<file path="src/rtl/mc_controller.sv">
// Multi-cycle FETCH/DECODE/EXEC/MEM/WB sequencer for the MIPS datapath.
// Define MC_MEM_WAIT_EN to add a mem_ready handshake that stretches the MEM state.
module mc_controller #(
    parameter int STATE_W = 3
) (
    input  logic               clk,
    input  logic               reset,
    input  logic [31:0]        ins,
    input  logic               is_equal,
`ifdef MC_MEM_WAIT_EN
    input  logic               mem_ready,
`endif
    output logic               ir_we,
    output logic               pc_we,
    output logic [1:0]         npc_sel,
    output logic               grf_we,
    output logic [1:0]         a3_sel,
    output logic [1:0]         wd_sel,
    output logic               alu_b_sel,
    output logic               ext_signed,
    output logic [2:0]         alu_op,
    output logic               dm_we,
    output logic [STATE_W-1:0] state,
    output logic               ins_done,
    output logic               illegal
);

    typedef enum logic [STATE_W-1:0] {
        S_FETCH  = STATE_W'(0),
        S_DECODE = STATE_W'(1),
        S_EXEC   = STATE_W'(2),
        S_MEM    = STATE_W'(3),
        S_WB     = STATE_W'(4)
    } state_t;

    typedef enum logic [3:0] {
        K_ADD, K_SUB, K_ORI, K_LUI, K_LW, K_SW, K_BEQ, K_JAL, K_JR, K_NOP, K_ILL
    } kind_t;

    state_t     state_q;
    kind_t      kind;
    logic       mem_go;
    logic       k_b_sel;
    logic       k_signed;
    logic [2:0] k_alu_op;

`ifdef MC_MEM_WAIT_EN
    assign mem_go = mem_ready;
`else
    assign mem_go = 1'b1;
`endif

    assign state = state_q;

    // Only the all-zero sll is accepted; any other shift encoding is illegal.
    always_comb begin
        kind = K_ILL;
        case (ins[31:26])
            6'b000000: begin
                if (ins == 32'd0)               kind = K_NOP;
                else if (ins[5:0] == 6'b100000) kind = K_ADD;
                else if (ins[5:0] == 6'b100010) kind = K_SUB;
                else if (ins[5:0] == 6'b001000) kind = K_JR;
                else                            kind = K_ILL;
            end
            6'b001101: kind = K_ORI;
            6'b001111: kind = K_LUI;
            6'b100011: kind = K_LW;
            6'b101011: kind = K_SW;
            6'b000100: kind = K_BEQ;
            6'b000011: kind = K_JAL;
            default:   kind = K_ILL;
        endcase
    end

    always_comb begin
        k_b_sel  = 1'b0;
        k_signed = 1'b0;
        k_alu_op = 3'b000;
        case (kind)
            K_SUB:      k_alu_op = 3'b001;
            K_ORI:      begin k_b_sel = 1'b1; k_alu_op = 3'b010; end
            K_LUI:      begin k_b_sel = 1'b1; k_alu_op = 3'b011; end
            K_LW, K_SW: begin k_b_sel = 1'b1; k_signed = 1'b1; end
            K_BEQ:      k_alu_op = 3'b001;
            default:    ;
        endcase
    end

    always_ff @(posedge clk or negedge reset) begin
        if (!reset) begin
            state_q <= S_FETCH;
        end else begin
            case (state_q)
                S_FETCH:  state_q <= S_DECODE;
                S_DECODE: begin
                    if (kind == K_ILL)      state_q <= S_FETCH;
                    else if (kind == K_JAL) state_q <= S_WB;
                    else                    state_q <= S_EXEC;
                end
                S_EXEC: begin
                    case (kind)
                        K_LW, K_SW:               state_q <= S_MEM;
                        K_ADD, K_SUB, K_ORI, K_LUI: state_q <= S_WB;
                        default:                  state_q <= S_FETCH;
                    endcase
                end
                S_MEM: begin
                    if (!mem_go && (kind == K_LW || kind == K_SW)) state_q <= S_MEM;
                    else if (kind == K_LW)                         state_q <= S_WB;
                    else                                           state_q <= S_FETCH;
                end
                default:  state_q <= S_FETCH;
            endcase
        end
    end

    // PC is only ever loaded in the instruction's final state, together with ins_done.
    always_comb begin
        ir_we      = 1'b0;
        pc_we      = 1'b0;
        npc_sel    = 2'b00;
        grf_we     = 1'b0;
        a3_sel     = 2'b00;
        wd_sel     = 2'b00;
        alu_b_sel  = 1'b0;
        ext_signed = 1'b0;
        alu_op     = 3'b000;
        dm_we      = 1'b0;
        ins_done   = 1'b0;
        illegal    = 1'b0;
        case (state_q)
            S_FETCH: ir_we = 1'b1;
            S_DECODE: begin
                if (kind == K_ILL) begin
                    illegal  = 1'b1;
                    pc_we    = 1'b1;
                    ins_done = 1'b1;
                end
            end
            S_EXEC: begin
                alu_b_sel  = k_b_sel;
                ext_signed = k_signed;
                alu_op     = k_alu_op;
                case (kind)
                    K_BEQ: begin
                        pc_we    = 1'b1;
                        npc_sel  = is_equal ? 2'b01 : 2'b00;
                        ins_done = 1'b1;
                    end
                    K_JR:  begin pc_we = 1'b1; npc_sel = 2'b11; ins_done = 1'b1; end
                    K_NOP: begin pc_we = 1'b1; ins_done = 1'b1; end
                    default: ;
                endcase
            end
            S_MEM: begin
                if (kind == K_LW || kind == K_SW) begin
                    alu_b_sel  = k_b_sel;
                    ext_signed = k_signed;
                    alu_op     = k_alu_op;
                end
                if (kind == K_SW) begin
                    dm_we    = 1'b1;
                    pc_we    = mem_go;
                    ins_done = mem_go;
                end
            end
            S_WB: begin
                case (kind)
                    K_ADD, K_SUB, K_ORI, K_LUI: begin
                        grf_we     = 1'b1;
                        pc_we      = 1'b1;
                        ins_done   = 1'b1;
                        a3_sel     = (kind == K_ORI || kind == K_LUI) ? 2'b01 : 2'b00;
                        alu_b_sel  = k_b_sel;
                        ext_signed = k_signed;
                        alu_op     = k_alu_op;
                    end
                    K_LW:  begin
                        grf_we = 1'b1; pc_we = 1'b1; ins_done = 1'b1;
                        a3_sel = 2'b01; wd_sel = 2'b01;
                    end
                    K_JAL: begin
                        grf_we = 1'b1; pc_we = 1'b1; ins_done = 1'b1;
                        a3_sel = 2'b10; wd_sel = 2'b10; npc_sel = 2'b10;
                    end
                    default: ;
                endcase
            end
            default: ;
        endcase
    end

endmodule

</file>
<file path="config.mk">
export PLATFORM = sky130hd
export DESIGN_NAME = mc_controller
export DESIGN_NICKNAME = d
export VERILOG_FILES = /design/src/rtl/mc_controller.sv
export SDC_FILE = /design/constraint.sdc
export NUM_CORES = 1
export LEC_CHECK = 0
export CORE_UTILIZATION = 32
export DETAILED_ROUTE_END_ITERATION = 16
export PLACE_DENSITY_LB_ADDON = 0.2
export REMOVE_ABC_BUFFERS = 1
export SLEW_MARGIN = 15
export SYNTH_ARGS = -nofsm -noshare
export SYNTH_HDL_FRONTEND = slang
export SYNTH_SLANG_ARGS = --single-unit
</file>
<file path="constraint.sdc">
create_clock -name clk -period 3.7 [get_ports clk]
set_clock_uncertainty 0.15 [all_clocks]
set_input_delay 1.11 -clock clk [delete_from_list [all_inputs] [get_ports clk]]
set_output_delay 1.11 -clock clk [all_outputs]
set_load 0.01 [all_outputs]
</file>
==> impl_metrics.tcl <==
set metrics [dict create \
    area_delta_synth_final_pct 108 \
    powerDensity_nw_per_um2 211 \
    critPathArrivalTime_ns 2.49 \
    fin_util_pct 71.4 \
    ys_top_cells_by_area "dfrtp_1, nand2_1, a21oi_1, nor2_1, nand4_1" \
    ant_nets 0 \
    syn_avg_cell_area_um2 6.80 \
    clockRootBuffer "clkbuf_4" \
    worst_setup_path_start_kind "input pin" \
    synth_top_area_cell "dfrtp_1" \
    cts.sinks 3 \
    yosys.area_share.simple_pct 52.8 \
    synth-main-ff-cell "dfrtp_1" \
    critical_path.max_fanout 3 \
    fin_cells 200 \
    drc_errors 0 \
    antenna_found_initial 0 \
    async_flop_share_pct 100 \
    ff2ff_path_depth 5 \
    die_x_um 47.9 \
    fmax_mhz 266 \
    synth-adder-area-share_pct 0 \
    r2r-end "state[1]" \
    crit_type "input pin to output port" \
    antennaDiodeCount 0 \
    portBuffers 53 \
    dr.pass1.iters 4 \
    grt.total_usage_pct 24.5 \
    dp_cells 194 \
    rsz0062_at_grt "yes" \
    hpwl_mm 2.07 \
    holdWs_ns 0.466 \
    largest_reg_flops 3 \
    grt_max_degree 12 \
    fin_nets 209 \
    status "finished, violations left" \
    grt_first_pass_wirelength_mm 3.99 \
    synth_edf_count 0 \
    synth_xor_area_share_pct 1.30 \
    crit_end "ins_done" \
    r2r_setup_slack_ns 2.07 \
    clk_pin_slew_worst_paths_ns 0.04 \
    cts_hold_buf 0 \
    die_h_um 47.9 \
    setup_viol 2 \
    viasPerCell 4.99 \
    h-tree-depth 1 \
    worst_ir_drop_vdd_v 0.000146 \
    synth_top_area_share_pct 11.2 \
    syn-instance-count 99 \
    fillerInstances 194 \
    num_vias 997 \
    synth_top_family_by_area "simple AND/OR/NAND/NOR gates" \
    yosysWarnings 0 \
    gp_congestion 0.843 \
    num_io_pins 55 \
    violations "negative setup slack" \
    required_ns 2.44 \
    numCtsBuffers 3 \
    row_count 16 \
    drv_slew 0 \
    cts_buffer_depth 2 \
    grt_overflow 0 \
    synth_cell_types 41 \
    layout_setup_ws_ns -0.0544 \
    drt_iter0_drc 10 \
    wire_per_inst_um 13.0 \
    routed_wl_mm 2.60 \
    synth_compound_area_share_pct 23.8 \
    finalHoldViolCount 0 \
    initial_utilization_pct 34.3 \
    synthesis.area_um2 673 \
    grt_pass1_vias 949 \
    cts_tree "built" \
    period_share_pct 101 \
    synth_seq_cells 3 \
    core-area_um2 1960 \
    clk_latency_ns 0.23 \
    fp.dieArea_um2 2290 \
    r2r_start "state[1]" \
    synth.mux.area_fraction_pct 1.49 \
    fin_crit_ns 3.75 \
    synth-seq-area-share_pct 11.2 \
    total_leakage_power_nw 0.637 \
    drive_gt1_share_pct 48.6 \
    crit_start "ins[21]" \
    maxCapViolations 0 \
    hold_class "flip-flop to flip-flop" \
    end_kind "output port" \
]
repair_timing:
item / in CTS / in global routing
gates resized for setup: 157 / 10
setup endpoints to repair: 15 / 9
pin swaps: 23 / 11
setup buffers: 2 / 0
layout make-up:
cell class / count / area [um^2] / share of cell area (%)
sequential: 3 / 75.1 / 5.36
inverter: 3 / 11.3 / 0.804
clock buffer: 4 / 26.3 / 1.88
multi-input combinational: 86 / 659 / 47.1
tap: 27 / 33.8 / 2.41
timing repair buffer: 77 / 594 / 42.4
cell families (layout without fill, tap and decap cells):
logic type / after synthesis / count (layout)
and+or+nand+nor: 60 / 60
buffers and inverters: 10 / 84
muxes: 1 / 1
AOI/OAI and AO/OA: 23 / 23
xor gates and xnor gates: 1 / 1
other: 1 / 1
DFF: 3 / 3
critical path, cell delays in order:
cell       delay, ns
buf_6           0.09
nor4_4          0.25
nand4_1         0.22
o2111ai_4       0.29
a211oi_2        0.12
nand4bb_1       0.23
buf_2           0.18
how the worst min path moves through the flow:
stage,from,end,slack [ns],cells past startpoint
after global routing,state[2],state[2],0.49,1
after floorplan,state[2],state[2],0.39,1
after CTS,state[2],state[2],0.45,1
final,state[2],state[2],0.47,1
after global placement,state[2],state[2],0.38,1
after detailed placement,state[2],state[2],0.38,1
synthesized netlist by cell type, types with 3 or more instances:
| cell | count |
|---|---|
| buf_2 | 3 |
| nand4_1 | 4 |
| nand3_1 | 4 |
| nor3_1 | 3 |
| buf_4 | 3 |
| a21oi_1 | 9 |
| nor2_1 | 11 |
| dfrtp_1 | 3 |
| nand2_1 | 13 |
| nor4_1 | 4 |
| inv_1 | 3 |
placed cells by master, fill, tap and decap left out, types with 3 or more instances in the layout:
cell and count:
buf_2 22, clkdlybuf4s15_1 7, clkbuf_4 4, dlygate4sd2_1 8, buf_4 22, nor3_4 3
nand2_1 12, nand3_1 4, nor2_1 10, a21oi_1 8, nand4_1 4, buf_6 8
clkdlybuf4s50_1 6, dfrtp_1 3
through the flow:
step	instance area (um^2)	setup slack (ns)	setup TNS, ns	power (mW)
floorplan	624	0.147	0	0.121
global placement	1350	-0.836	-10.53	0.247
detailed placement	1350	-0.924	-11.12	0.251
CTS	1390	-0.0158	-0.0271	0.293
global route	1400	-0.135	-0.435	0.317
finish	1400	-0.0544	-0.105	0.295
power breakdown:
group	internal [mW]	total, mW	switching (mW)
combinational	0.0999	0.180	0.0796
sequential	0.0394	0.0581	0.0187
clock	0.0404	0.0571	0.0167
total	0.180	0.295	0.115
layer usage:
layer | track usage, % | routed length [um]
met5 | 0 | 0
met4 | 7.78 | 75
met3 | 3.40 | 143
met2 | 45.4 | 1330
met1 | 28.6 | 1050
No activity file was read; power rests on OpenSTA's default activity.
